File: config.mk
export PLATFORM = sky130hd
export DESIGN_NAME = mem_port_arbiter
export DESIGN_NICKNAME = d
export VERILOG_FILES = /design/src/rtl/mem_port_arbiter.sv
export SDC_FILE = /design/constraint.sdc
export NUM_CORES = 1
export LEC_CHECK = 0
export BUFFER_PORTS_ARGS = -buffer_cell sky130_fd_sc_hd__buf_2
export CAP_MARGIN = 30
export CORE_AREA = 2 2 109 111
export DETAILED_ROUTE_END_ITERATION = 7
export DIE_AREA = 0 0 111 113
export PLACE_DENSITY = 0.69
export RECOVER_POWER = 25
export SETUP_SLACK_MARGIN = 0.15
export SYNTH_ARGS = -nofsm -noshare
export SYNTH_HDL_FRONTEND = slang
export SYNTH_SLANG_ARGS = --single-unit
File: constraint.sdc
create_clock -name clk -period 2.6 [get_ports clk]
set_clock_uncertainty 0.15 [all_clocks]
set_input_delay 0.39 -clock clk [delete_from_list [all_inputs] [get_ports clk]]
set_output_delay 0.39 -clock clk [all_outputs]
set_load 0.05 [all_outputs]
File: src/rtl/mem_port_arbiter.sv
// Shares one req/gnt/rvalid memory port between instruction fetch and the LSU.
// LSU wins ties unless IF has already waited through STARVE_MAX LSU grants.
module mem_port_arbiter #(
  parameter int unsigned AW         = 32,
  parameter int unsigned DW         = 32,
  parameter int unsigned STARVE_MAX = 4
) (
  input  logic            clk,
  input  logic            rst,
  // Instruction fetch
  input  logic            if_req_i,
  input  logic [AW-1:0]   if_addr_i,
  output logic            if_gnt_o,
  output logic            if_rvalid_o,
  output logic [DW-1:0]   if_rdata_o,
  // Load/store unit
  input  logic            lsu_req_i,
  input  logic            lsu_we_i,
  input  logic [DW/8-1:0] lsu_be_i,
  input  logic [AW-1:0]   lsu_addr_i,
  input  logic [DW-1:0]   lsu_wdata_i,
  output logic            lsu_gnt_o,
  output logic            lsu_rvalid_o,
  output logic [DW-1:0]   lsu_rdata_o,
  // Memory bus
  output logic            mem_req_o,
  output logic            mem_we_o,
  output logic [DW/8-1:0] mem_be_o,
  output logic [AW-1:0]   mem_addr_o,
  output logic [DW-1:0]   mem_wdata_o,
  input  logic            mem_gnt_i,
  input  logic            mem_rvalid_i,
  input  logic [DW-1:0]   mem_rdata_i,
  // Pipeline control
  output logic            fetch_wait_o,
  output logic            lsu_wait_o,
  output logic            proto_err_o
);

  localparam int unsigned BW = DW / 8;
  localparam int unsigned CW = $clog2(STARVE_MAX + 1);

  typedef enum logic [1:0] {StIdle, StIssue, StResp} state_e;

  state_e          state_q, state_d;
  logic            owner_if_q, owner_if_d;
  logic            we_q, we_d;
  logic [BW-1:0]   be_q, be_d;
  logic [AW-1:0]   addr_q, addr_d;
  logic [DW-1:0]   wdata_q, wdata_d;
  logic [CW-1:0]   starve_q, starve_d;
  logic            err_q, err_d;

  logic            arb_en, starved, win_if, win_lsu;
  logic            if_gnt, lsu_gnt, if_rvalid, lsu_rvalid;

  assign starved = (starve_q == CW'(STARVE_MAX));
  assign win_if  = if_req_i & (~lsu_req_i | starved);
  assign win_lsu = lsu_req_i & ~win_if;

  always_comb begin
    state_d    = state_q;
    owner_if_d = owner_if_q;
    we_d       = we_q;
    be_d       = be_q;
    addr_d     = addr_q;
    wdata_d    = wdata_q;
    arb_en     = 1'b0;
    if_gnt     = 1'b0;
    lsu_gnt    = 1'b0;
    if_rvalid  = 1'b0;
    lsu_rvalid = 1'b0;

    unique case (state_q)
      StIdle:  arb_en = 1'b1;
      StIssue: begin
        if (mem_gnt_i) begin
          if_gnt  = owner_if_q;
          lsu_gnt = ~owner_if_q;
          state_d = StResp;
        end
      end
      StResp: begin
        // Re-arbitrate on the response cycle so the bus sees no idle bubble.
        if (mem_rvalid_i) begin
          if_rvalid  = owner_if_q;
          lsu_rvalid = ~owner_if_q;
          arb_en     = 1'b1;
        end
      end
      default: state_d = StIdle;
    endcase

    if (arb_en) begin
      if (win_if || win_lsu) begin
        state_d    = StIssue;
        owner_if_d = win_if;
        addr_d     = win_if ? if_addr_i : lsu_addr_i;
        we_d       = win_lsu & lsu_we_i;
        be_d       = win_if ? {BW{1'b1}} : lsu_be_i;
        wdata_d    = win_if ? '0 : lsu_wdata_i;
      end else begin
        state_d = StIdle;
      end
    end
  end

  always_comb begin
    starve_d = starve_q;
    if (!if_req_i || if_gnt) begin
      starve_d = '0;
    end else if (lsu_gnt && !starved) begin
      starve_d = starve_q + 1'b1;
    end
  end

  // Stray bus events are flagged and otherwise dropped.
  assign err_d = err_q | (mem_rvalid_i & (state_q != StResp))
                       | (mem_gnt_i & (state_q != StIssue));

  always_ff @(posedge clk) begin
    if (rst) begin
      state_q    <= StIdle;
      owner_if_q <= 1'b0;
      we_q       <= 1'b0;
      be_q       <= '0;
      addr_q     <= '0;
      wdata_q    <= '0;
      starve_q   <= '0;
      err_q      <= 1'b0;
    end else begin
      state_q    <= state_d;
      owner_if_q <= owner_if_d;
      we_q       <= we_d;
      be_q       <= be_d;
      addr_q     <= addr_d;
      wdata_q    <= wdata_d;
      starve_q   <= starve_d;
      err_q      <= err_d;
    end
  end

  // Outputs are forced low while reset is held, even before the state register clears.
  assign mem_req_o    = ~rst & (state_q == StIssue);
  assign mem_we_o     = ~rst & we_q;
  assign mem_be_o     = rst ? '0 : be_q;
  assign mem_addr_o   = rst ? '0 : addr_q;
  assign mem_wdata_o  = rst ? '0 : wdata_q;

  assign if_gnt_o     = ~rst & if_gnt;
  assign lsu_gnt_o    = ~rst & lsu_gnt;
  assign if_rvalid_o  = ~rst & if_rvalid;
  assign lsu_rvalid_o = ~rst & lsu_rvalid;
  assign if_rdata_o   = if_rvalid_o ? mem_rdata_i : '0;
  assign lsu_rdata_o  = lsu_rvalid_o ? mem_rdata_i : '0;
  assign proto_err_o  = ~rst & err_q;

  assign fetch_wait_o = if_req_i & ~if_gnt_o;
  assign lsu_wait_o   = lsu_req_i & ~lsu_gnt_o;

endmodule

Word-level counts from Yosys, hierarchy flattened
Index checks and enable logic that the tools add are counted.
{"block": "totals", "ff_bits": 76, "input_bits": 139, "output_inout_bits": 141, "wordCells": 71}
{"block": "op_classes", "addsub": 1, "eq_ne": 7, "n_mux": 22, "bitwise": 23, "reduce_logical": 10}
{"cell": "32-bit 2-to-1 mux", "count": 6}
{"cell": "1-bit bitwise AND", "count": 14}
{"cell": "1-bit 2-to-1 mux", "count": 10}
{"cell": "4-bit 2-to-1 mux", "count": 2}
{"cell": "1-bit inverter", "count": 6}
{"cell": "2-bit 2-to-1 mux", "count": 2}
{"cell": "2-bit by 1-bit inequality test with 1-bit output (second input constant)", "count": 2}
{"cell": "2-bit one-hot mux with 2 select lines", "count": 1}
{"cell": "2-bit AND reduction", "count": 2}
{"cell": "2-bit OR reduction", "count": 2}
{"cell": "3-bit by 1-bit adder with 3-bit output (second input constant)", "count": 1}
{"cell": "3-bit equality test (second input constant)", "count": 1}
{"cell": "3-bit inequality test (second input constant)", "count": 1}
{"cell": "1-bit OR", "count": 3}
{"cell": "2-bit by 1-bit equality test with 1-bit output (second input constant)", "count": 1}
{"cell": "2-bit equality test (second input constant)", "count": 1}
{"cell": "1-bit logical NOT", "count": 2}
{"cell": "2-bit logical NOT", "count": 1}
{"cell": "1-bit logical OR", "count": 2}
{"cell": "2-bit inequality test (second input constant)", "count": 1}
{"cell": "1-bit one-hot mux with 2 select lines", "count": 1}
{"cell": "1-bit logical AND", "count": 1}

Logic depth before layout (Yosys ltp)
Gate-level depths: netlist (run 1).
{"block": "logic_depth", "word_depth": 8, "depth_mapped": 8, "mapped_depth_nobuf": 6}

Worst setup path before layout (run 1)
OpenSTA, ideal clock, no wires.
{"block": "synth_path", "kind": "input-to-output", "startpoint": "input rst", "endpoint": "output fetch_wait_o", "t_arrival_ns": 2.437, "required_time_ns": 2.060, "setup_slack_ns": -0.377, "path_stages": 4, "n_path_buf": 2, "path_cell_list": "buf_2 -> buf_2 -> nor3_1 -> nor2_1"}
{"block": "synth_via", "elab_chain_cells": 4}
{"element": "from (decl)", "line_no": "9", "text": "input logic rst,"}
{"element": "1-bit inverter", "line_no": "150", "text": "assign if_gnt_o = ~rst & if_gnt;"}
{"element": "1-bit bitwise AND", "line_no": "150"}
{"element": "named net if_gnt_o", "line_no": "13", "text": "output logic if_gnt_o,"}
{"element": "1-bit inverter", "line_no": "158", "text": "assign fetch_wait_o = if_req_i & ~if_gnt_o;"}
{"element": "1-bit bitwise AND", "line_no": "158"}
{"element": "to (decl)", "line_no": "35", "text": "output logic fetch_wait_o,"}
The timed path passes the listed nets, and every way through them passes these cells.

Final worst setup path (run 1)
{"block": "layout_path", "startpoint": "register state_q[0]", "endpoint": "output if_rdata_o[4]"}
{"block": "layout_via", "elab_chain_cells": 4}
{"element": "from (decl)", "line_no": "45", "text": "state_e state_q, state_d;"}
{"element": "from (signal assigned)", "line_no": "123", "text": "state_q <= StIdle;"}
{"element": "from (signal assigned)", "line_no": "132", "text": "state_q <= state_d;"}
{"element": "2-bit equality test", "line_no": "74", "text": "unique case (state_q)"}
{"element": "1-bit 2-to-1 mux", "line_no": "74"}
{"element": "1-bit bitwise AND", "line_no": "152", "text": "assign if_rvalid_o = ~rst & if_rvalid;"}
{"element": "32-bit 2-to-1 mux", "line_no": "154", "text": "assign if_rdata_o = if_rvalid_o ? mem_rdata_i : '0;"}
{"element": "to (decl)", "line_no": "15", "text": "output logic [DW-1:0] if_rdata_o,"}
No other way between the ends.

==> impl_metrics.py, run 1 <==
metrics = {
    "clocking": {
        "cts_sinks": 76,
        "ctsHoldBuffers": 0,
        "numCtsBuffers": 9,
        "cts_root_buffer": "clkbuf_16",
        "clk_latency_ns": 0.32,
        "clk_pin_slew_ns": 0.05,
        "cts_tree": "done",
        "cts_buffer_depth": 2,
        "cts_max_level": 3,
    },
    "setup_path": {
        "critPathKind": "reg -> out",
        "end_kind": "output pin",
        "required_ns": 2.06,
        "critPathLaunchType": "register",
        "crit_start": "state_q[0]",
        "crit_arrival_ns": 1.82,
        "worstPathCellList": "nand2b_4, nor4b_4, buf_4, buf_6, and2_1, clkbuf_4",
        "critical-path-max-stage-delay_ns": 0.36,
        "cp_slowest_cell": "dfxtp_2",
        "critical_path.max_fanout": 16,
        "regToRegStartpoint": "state_q[1]",
    },
    "floorplan": {
        "num_rows": 39,
        "core_area_um2": 11270,
        "die_area_um2": 12540,
        "die_w_um": 111,
        "start_util_pct": 34.55,
        "chipHeight_um": 113,
        "io_pins": 280,
    },
    "synth": {
        "synth_cell_types": 32,
        "netlist_area_um2": 3895,
        "synth_top_area_share_pct": 39.06,
        "synth_ff_type": "dfxtp_1",
        "synthTopCellsByCount": "nor2b_1, dfxtp_1, and2_1",
        "synthCells": 429,
        "synthTopCellsByArea": "dfxtp_1, nor2b_1, and2_1",
        "synth-seq-cells": 76,
        "yosysTopAreaCell": "dfxtp_1",
        "synth_most_common_cell": "nor2b_1",
        "async_flop_share_pct": 0,
        "ys_seq_area_share_pct": 39.06,
        "avgSynthCellArea_um2": 9.079,
        "synth_edf_count": 0,
        "yosys_warnings": 0,
        "syn-num-nets": 570,
    },
    "placement": {
        "gp_congestion": 0.9476,
        "port_buffers": 279,
        "postPlaceCellArea_um2": 5454,
        "pre_cts_slack_ns": 0.3872,
        "hpwlAfterDp_mm": 9.461,
    },
    "layout": {
        "finalInstanceArea_um2": 5866,
        "area_growth_pct": 50.59,
        "nets": 840,
        "multi_input_area_um2": 2198,
        "final_core_util_pct": 52.04,
        "nFillCells": 1046,
        "drive_gt1_share_pct": 45.01,
        "regArea_um2": 1523,
    },
    "hold_path": {
        "hold_start": "lsu_wdata_i[4]",
        "hp-class": "in -> reg",
    },
    "sta": {
        "fin_ws_ns": 0.2416,
        "fmax_ghz": 0.4240,
        "fin_crit_sh_pct": 90.71,
        "min_period_ns": 2.358,
        "maxSlewViolCount": 0,
        "tightest_slew_ns": 0.8266,
        "slew_headroom_pct": 44.90,
        "finalHoldViolations": 0,
        "setup_viol": 0,
        "rsz0062_at_grt": "no",
        "tns_ns": 0,
    },
    "drt": {
        "wirelength_mm": 12.66,
        "num_vias": 3994,
        "dr.pass1.iters": 5,
        "drt.antenna.violating_nets": 0,
        "avgRoutedWirePerCell_um": 14.94,
        "drc_errors": 0,
        "viasPerCell": 4.715,
        "drtIter0Drc": 129,
    },
    "run": {
        "drv_cap": 0,
    },
    "global_routing": {
        "grt_pass1_wl_mm": 19.29,
        "grtUsageMet2_pct": 36.11,
        "use_met1_pct": 19.35,
        "overflow": 0,
        "grt_pass1_vias": 4038,
        "antenna_found_initial": 2,
        "busiest_layer": "met2",
        "grt_usage_pct": 18.99,
        "grt_max_degree": 71,
        "met3_usage_pct": 6.267,
    },
    "pwr": {
        "p_leak_uw": 0.003220,
        "p_total_uw": 3261,
        "vdd_drop_max_mv": 0.3572,
        "power_per_cell_area_nw_per_um2": 555.9,
    },
    "outcome": {
        "run_status": "completed",
    },
}
-- critical path: cells and delay by family (launching register included) --
kind,cells,cell delay [ns]
buf+inv,3,0.55
flops,1,0.36
simple gates,3,0.59
-- placed cells by master (no fill, tap or decap), types with 3 or more instances in the layout --
cell type / synthesis / routed
inv_1: 3 / 3
nor2b_1: 139 / 139
buf_6: 3 / 4
buf_2: 15 / 231
a221o_1: 32 / 32
o21ai_0: 3 / 3
dfxtp_1: 76 / 75
clkbuf_4: 0 / 32
clkbuf_16: 0 / 9
nor2_1: 15 / 15
and2_1: 64 / 64
a21o_1: 34 / 34
buf_4: 3 / 5
clkbuf_2: 0 / 14
clkbuf_8: 0 / 4
o22ai_1: 4 / 4
-- flip-flops by register name (all words and copies together) (netlist names) --
signal,count
wdata_q,32
state_q,2
owner_if_q,1
be_q,4
err_q,1
addr_q,32
starve_q,3
we_q,1
-- area by class of cell --
class,instances,share of cell area (%)
Antenna cell,2,0.08532
Clock buffer,13,4.778
Clock inverter,1,0.5119
Inverter,5,0.3200
Multi-Input combinational cell,316,37.48
Sequential cell,76,25.96
Tap cell,143,3.050
Timing Repair Buffer,291,27.82
-- path summary, 6_finish.rpt --
check	to	slack, ns	cells past startpoint
max reg2reg	addr_q[13]	0.50	5
min reg2reg	err_q	0.32	2
max	if_rdata_o[4]	0.24	6
min	wdata_q[4]	0.11	2
-- metal layers --
layer / share of wire, % / vias up
li1: - / 1962
met1: 37 / 1832
met2: 53 / 180
met3: 7.8 / 20
met4: 2.1 / 0
met5: 0 / -
-- power by group --
group	leakage, µW	internal, µW	total [µW]	switching, µW
Sequential	0.000626	1260	1280	24.6
Clock	0.000154	837	1270	438
Combinational	0.00244	259	706	447
-- cells by family after synthesis --
family / after synthesis / share of synthesized area [%]
muxes: 1 / 0.2570
and+or+nand+nor: 234 / 38.07
buffers and inverters: 37 / 4.915
DFF: 76 / 39.06
adders and majority gates: 2 / 0.6424
xor gates and xnor gates: 1 / 0.2249
AOI/OAI and AO/OA: 78 / 16.83
-- repair_timing --
item | in CTS | in global routing
pin swaps | 0 | 1
buffers inserted | 0 | 1
cloned | 0 | 2
endpoints found under the setup margin | 63 | 64
resized for setup | 3 | 40
-- stage by stage --
step	cells	hold WS (ns)
finish	847	0.1110
detailed placement	828	0.3066
floorplan	429	0.2790
global placement	826	0.3109
CTS	842	0.09646
global route	847	0.1028
Power figures use the tool's default switching activity.
==> run 2: changes to the inputs <==
--- a/config.mk
+++ b/config.mk
@@ -10,7 +10,7 @@
 export CORE_AREA = 2 2 109 111
 export DETAILED_ROUTE_END_ITERATION = 7
 export DIE_AREA = 0 0 111 113
-export PLACE_DENSITY = 0.69
+export PLACE_DENSITY = 0.71
 export RECOVER_POWER = 25
 export SETUP_SLACK_MARGIN = 0.15
 export SYNTH_ARGS = -nofsm -noshare
==> run 2 against run 1 <==
Worst hold slack got worse by 0.012 ns. First-iteration DRC count rose by 3.9%. Core utilization rose by 0.53 points. Combinational power rose by 0.8%. Largest power group is now the clock network. Highest routed layer is now met5. Flip-flop and latch count did not move. Register-to-register slack barely moved. Critical endpoint is now lsu_rdata_o[6].
==> impl_metrics.py, run 2 (same netlist as run 1, synthesis figures left out) <==
metrics = {
    "sta": {
        "maxSlewViolCount": 0,
        "finalHoldViolations": 0,
        "slew_headroom_pct": 37.96,
        "fmax_ghz": 0.4158,
        "setup_viol": 0,
        "min_period_ns": 2.405,
        "tns_ns": 0,
        "tightest_slew_ns": 0.9305,
        "fin_crit_sh_pct": 92.50,
        "rsz0062_at_grt": "no",
    },
    "global_routing": {
        "grt_pass1_wl_mm": 19.29,
        "antenna_found_initial": 2,
        "overflow": 0,
        "grt_max_degree": 71,
        "grt_pass1_vias": 4021,
        "grt_usage_pct": 19.03,
    },
    "clocking": {
        "ctsHoldBuffers": 0,
        "numCtsBuffers": 9,
        "clk_latency_ns": 0.32,
        "cts_buffer_depth": 2,
        "cts_root_buffer": "clkbuf_16",
        "clk_pin_slew_ns": 0.06,
        "cts_tree": "done",
        "cts_max_level": 3,
        "cts_sinks": 76,
    },
    "pwr": {
        "vdd_drop_max_mv": 0.4177,
        "switching_power_uw": 955.6,
        "p_int_uw": 2481,
        "pwr-share-clk_pct": 42.0,
        "power_frac_seq_pct": 37.3,
        "p_sw_share_pct": 27.80,
        "comb_power_share_pct": 20.7,
        "p_leak_uw": 0.003206,
        "power_per_cell_area_nw_per_um2": 580.0,
    },
    "floorplan": {
        "die_w_um": 111,
        "die_area_um2": 12540,
        "num_rows": 39,
        "core_area_um2": 11270,
        "io_pins": 280,
        "start_util_pct": 34.55,
        "chipHeight_um": 113,
    },
    "setup_path": {
        "crit_family": "simple AND/OR/NAND/NOR gates",
        "required_ns": 2.06,
        "path_buf_inv": 3,
        "critPathKind": "reg -> out",
        "crit_arrival_ns": 1.86,
        "end_kind": "output pin",
        "worstPathCellList": "nand2b_4, nor4b_4, buf_4, clkbuf_4, and2_1, buf_12",
        "critical_path.max_fanout": 8,
        "critPathLaunchType": "register",
        "critical-path-max-stage-delay_ns": 0.38,
        "cp_slowest_cell": "dfxtp_1",
    },
    "layout": {
        "nets": 842,
        "final_core_util_pct": 52.57,
        "multi_input_area_um2": 2193,
        "area_growth_pct": 52.14,
        "final_cell_mix": "buf_2, nor2b_1, dfxtp_1",
        "reg_top3": "addr_q: 32 flops, wdata_q: 32 flops, be_q: 4 flops",
        "final_common_cell": "buf_2",
        "regArea_um2": 1523,
        "nFillCells": 1046,
        "finalInstanceArea_um2": 5926,
        "drive_gt1_share_pct": 42.92,
        "num_antenna_cells": 0,
    },
    "drt": {
        "avgRoutedWirePerCell_um": 15.22,
        "drtIter0Drc": 134,
        "wirelength_mm": 12.92,
        "num_vias": 4059,
        "dr.pass1.iters": 4,
        "viasPerCell": 4.781,
        "drt.antenna.violating_nets": 0,
        "drc_errors": 0,
    },
    "placement": {
        "port_buffers": 279,
        "hpwlAfterDp_mm": 9.656,
        "gp_congestion": 0.9548,
        "postPlaceCellArea_um2": 5507,
    },
    "hold_path": {
        "hp-class": "in -> reg",
    },
    "outcome": {
        "run_status": "completed",
    },
    "run": {
        "drv_cap": 0,
    },
}
==> run 2: cell count changes in the layout (fill, tap and decap cells not counted), moves of 2 or more <==
cell       change
clkbuf_4      -17
clkbuf_1      +16
clkbuf_2      -10
buf_4          +9
buf_12         +4
clkbuf_8       -3
bufinv_16      +2
diode_2        -2
==> run 2: per-layer routing <==
layer	track usage [%]	wire length (µm)	up-vias
met5	0	21	-
met4	7.083	361	4
met3	7.017	1137	31
met2	35.79	6707	185
met1	19.24	4696	1874
li1	-	-	1965
==> run 2: worst reg2reg max path, cell delays in order, from the launching register on <==
cell,delay [ns]
dfxtp_1,0.34
inv_1,0.07
ha_1,0.20
nand2_1,0.11
o211ai_1,0.18
nor2_4,0.52
buf_4,0.36
a21o_1,0.15
==> run 2: final timing paths <==
path	endpoint	slack (ns)	cells past startpoint	start
max reg2reg	wdata_q[6]	0.49	7	starve_q[0]
min	wdata_q[10]	0.1	2	lsu_wdata_i[10]
min reg2reg	err_q	0.33	2	err_q
max	lsu_rdata_o[6]	0.20	6	state_q[0]
==> run 2: area by class of cell <==
cell class,count,area share (%)
Multi-Input combinational cell,316,37.01
Clock buffer,10,4.033
Sequential cell,76,25.70
Inverter,5,0.3167
Tap cell,143,3.019
Timing Repair Buffer,293,28.04
Clock inverter,6,1.879
==> run 2: per-stage QoR <==
step / instances / setup slack [ns] / total power (µW) / hold slack, ns
after floorplan: 429 / 0.1883 / 1777 / 0.2790
after global placement: 827 / 0.1304 / 1996 / 0.3007
after detailed placement: 829 / 0.4647 / 2021 / 0.3083
final: 849 / 0.1951 / 3437 / 0.09891
after CTS: 845 / 0.1510 / 3483 / 0.08795
after global routing: 849 / 0.09695 / 3580 / 0.09258
==> run 2: power groups by stage <==
stage | combinational, µW | clock, µW | sequential (µW)
2_1_floorplan | 481 | 0 | 1300
3_3_place_gp | 693 | 0 | 1300
3_5_place_dp | 717 | 0 | 1300
4_1_cts | 720 | 1480 | 1280
5_1_grt | 758 | 1530 | 1290
6_report | 712 | 1440 | 1280
==> run 2: repair_timing <==
action | CTS | global route
gates cloned | 0 | 3
pin swaps | 0 | 1
gates resized for setup | 2 | 47
endpoints found under the setup margin | 60 | 64
setup buffers | 0 | 1
==> run 3: changes to the inputs <==
--- a/config.mk
+++ b/config.mk
@@ -11,7 +11,6 @@
 export DETAILED_ROUTE_END_ITERATION = 7
 export DIE_AREA = 0 0 111 113
 export PLACE_DENSITY = 0.71
-export RECOVER_POWER = 25
 export SETUP_SLACK_MARGIN = 0.15
 export SYNTH_ARGS = -nofsm -noshare
 export SYNTH_HDL_FRONTEND = slang
==> run 3 against run 2 <==
Global-route usage stayed put. Non-clock buffer count stayed put. Highest routed layer unchanged. Worst hold slack hardly changed. Register-to-register slack hardly changed. Core utilization is 0.43 points higher. Clock power hardly changed. Power is 0.21% higher. Clock-buffer cell count stayed put. Combinational power is 1% higher. Largest cell class unchanged. First-iteration DRC count is 2.2% higher. Sequential share of layout area is 0.19 points lower. Flip-flop and latch count stayed put.
==> impl_metrics.py, run 3 (same netlist as run 1, synthesis figures left out) <==
metrics = {
    "outcome": {
        "run_status": "completed",
    },
    "drt": {
        "drt.antenna.violating_nets": 0,
        "wl_met3_mm": 1.159,
        "routed.top_layer": "met5",
        "dr.pass1.iters": 4,
        "routed-wl-met2_mm": 6.732,
        "avgRoutedWirePerCell_um": 15.21,
        "num_vias": 4058,
        "drc_errors": 0,
        "wirelength_mm": 12.91,
        "viasPerCell": 4.780,
        "wl_met1_mm": 4.680,
        "drtIter0Drc": 137,
    },
    "sta": {
        "setup_viol": 0,
        "tightest_slew_ns": 0.6038,
        "slew_headroom_pct": 59.65,
        "finalHoldViolations": 0,
        "fmax_ghz": 0.4232,
        "whs_ns": 0.09890,
        "maxSlewViolCount": 0,
        "fin_crit_sh_pct": 90.87,
        "rsz0062_at_grt": "no",
        "tns_ns": 0,
        "min_period_ns": 2.363,
    },
    "pwr": {
        "p_leak_uw": 0.003297,
        "pwr-share-clk_pct": 41.9,
        "p_sw_share_pct": 27.71,
        "p_int_uw": 2490,
        "p_total_uw": 3444,
        "switching_power_uw": 954.5,
        "power_per_cell_area_nw_per_um2": 576.5,
        "vdd_drop_max_mv": 0.4178,
        "comb_power_share_pct": 20.9,
        "power_frac_seq_pct": 37.2,
    },
    "clocking": {
        "clk_latency_ns": 0.32,
        "cts_tree": "done",
        "numCtsBuffers": 9,
        "ctsHoldBuffers": 0,
        "cts_buffer_depth": 2,
        "cts_root_buffer": "clkbuf_16",
        "clk_pin_slew_ns": 0.06,
        "cts_max_level": 3,
        "cts_sinks": 76,
    },
    "placement": {
        "dp_cells": 829,
        "gp_congestion": 0.9548,
        "hpwlAfterDp_mm": 9.656,
        "port_buffers": 279,
        "postPlaceCellArea_um2": 5507,
    },
    "floorplan": {
        "die_w_um": 111,
        "die_area_um2": 12540,
        "start_util_pct": 34.55,
        "num_rows": 39,
        "io_pins": 280,
        "chipHeight_um": 113,
        "core_area_um2": 11270,
    },
    "layout": {
        "final_common_cell": "buf_2",
        "final_cell_mix": "buf_2, nor2b_1, dfxtp_1",
        "nets": 842,
        "area_growth_pct": 53.39,
        "fin_cells": 849,
        "reg_top3": "addr_q: 32 flops, wdata_q: 32 flops, be_q: 4 flops",
        "num_antenna_cells": 0,
        "finalInstanceArea_um2": 5974,
        "drive_gt1_share_pct": 45.89,
        "nFillCells": 1031,
    },
    "setup_path": {
        "r2r_cells": 7,
        "critPathKind": "reg -> out",
        "end_kind": "output pin",
        "r2r_slack_ns": 0.48,
        "regToRegStartpoint": "starve_q[0]",
        "cp-endpoint": "lsu_rdata_o[6]",
        "crit_start": "state_q[0]",
        "crit_arrival_ns": 1.82,
        "r2r_end": "wdata_q[6]",
        "critPathLaunchType": "register",
        "required_ns": 2.06,
        "critical_path.max_fanout": 8,
    },
    "run": {
        "drv_cap": 0,
    },
    "global_routing": {
        "antenna_found_initial": 2,
        "grt_max_degree": 71,
        "grt_pass1_wl_mm": 19.29,
        "grt_usage_pct": 19.03,
        "overflow": 0,
        "grt_pass1_vias": 4021,
    },
    "hold_path": {
        "hp-class": "in -> reg",
    },
}
run 3: what timing repair did:
| action | CTS | global route |
|---|---|---|
| gates cloned | 0 | 3 |
| pin swaps | 0 | 1 |
| setup buffers | 0 | 1 |
| endpoints found under the setup margin | 60 | 64 |
| resized for setup | 2 | 47 |
run 3: power groups by stage:
stage               logic, µW  registers, µW  clock network (µW)
finish                    720           1280                1440
global route              766           1290                1530
CTS                       720           1280                1480
detailed placement        717           1300                   0
global placement          693           1300                   0
floorplan                 481           1300                   0
run 3: stage by stage:
step / setup slack (ns) / utilization (%)
CTS: 0.1510 / 52.03
global route: 0.1784 / 53.00
floorplan: 0.1883 / -
global placement: 0.1304 / 48.36
detailed placement: 0.4647 / 48.85
finish: 0.2373 / 53.00
run 3: critical path, stage by stage (launching register included):
cell	delay [ns]
dfxtp_2	0.36
nand2b_4	0.18
nor4b_4	0.25
buf_4	0.18
clkbuf_4	0.19
and2_1	0.19
buf_12	0.15
run 3: cell type report:
cell class | count | area (µm²) | share of cell area [%]
well taps | 143 | 178.9 | 2.995
clock inverters | 6 | 111.4 | 1.864
inverters | 5 | 18.77 | 0.3141
multi-input cells | 316 | 2211 | 37.01
repair buffers | 293 | 1692 | 28.31
flip-flops and latches | 76 | 1524 | 25.51
clock buffers | 10 | 239.0 | 4.000
run 3: worst min-delay path by stage:
stage / start / end / slack [ns] / depth (start not counted)
after floorplan: err_q / err_q / 0.28 / 2
after global placement: err_q / err_q / 0.30 / 2
after detailed placement: err_q / err_q / 0.31 / 2
after CTS: lsu_wdata_i[12] / wdata_q[12] / 0.09 / 2
after global routing: lsu_wdata_i[10] / wdata_q[10] / 0.09 / 2
final: lsu_wdata_i[10] / wdata_q[10] / 0.1 / 2
run 3: routing by layer:
layer / vias up / GRT usage (%)
li1: 1965 / -
met1: 1874 / 19.24
met2: 187 / 35.79
met3: 28 / 7.017
met4: 4 / 7.083
met5: - / 0
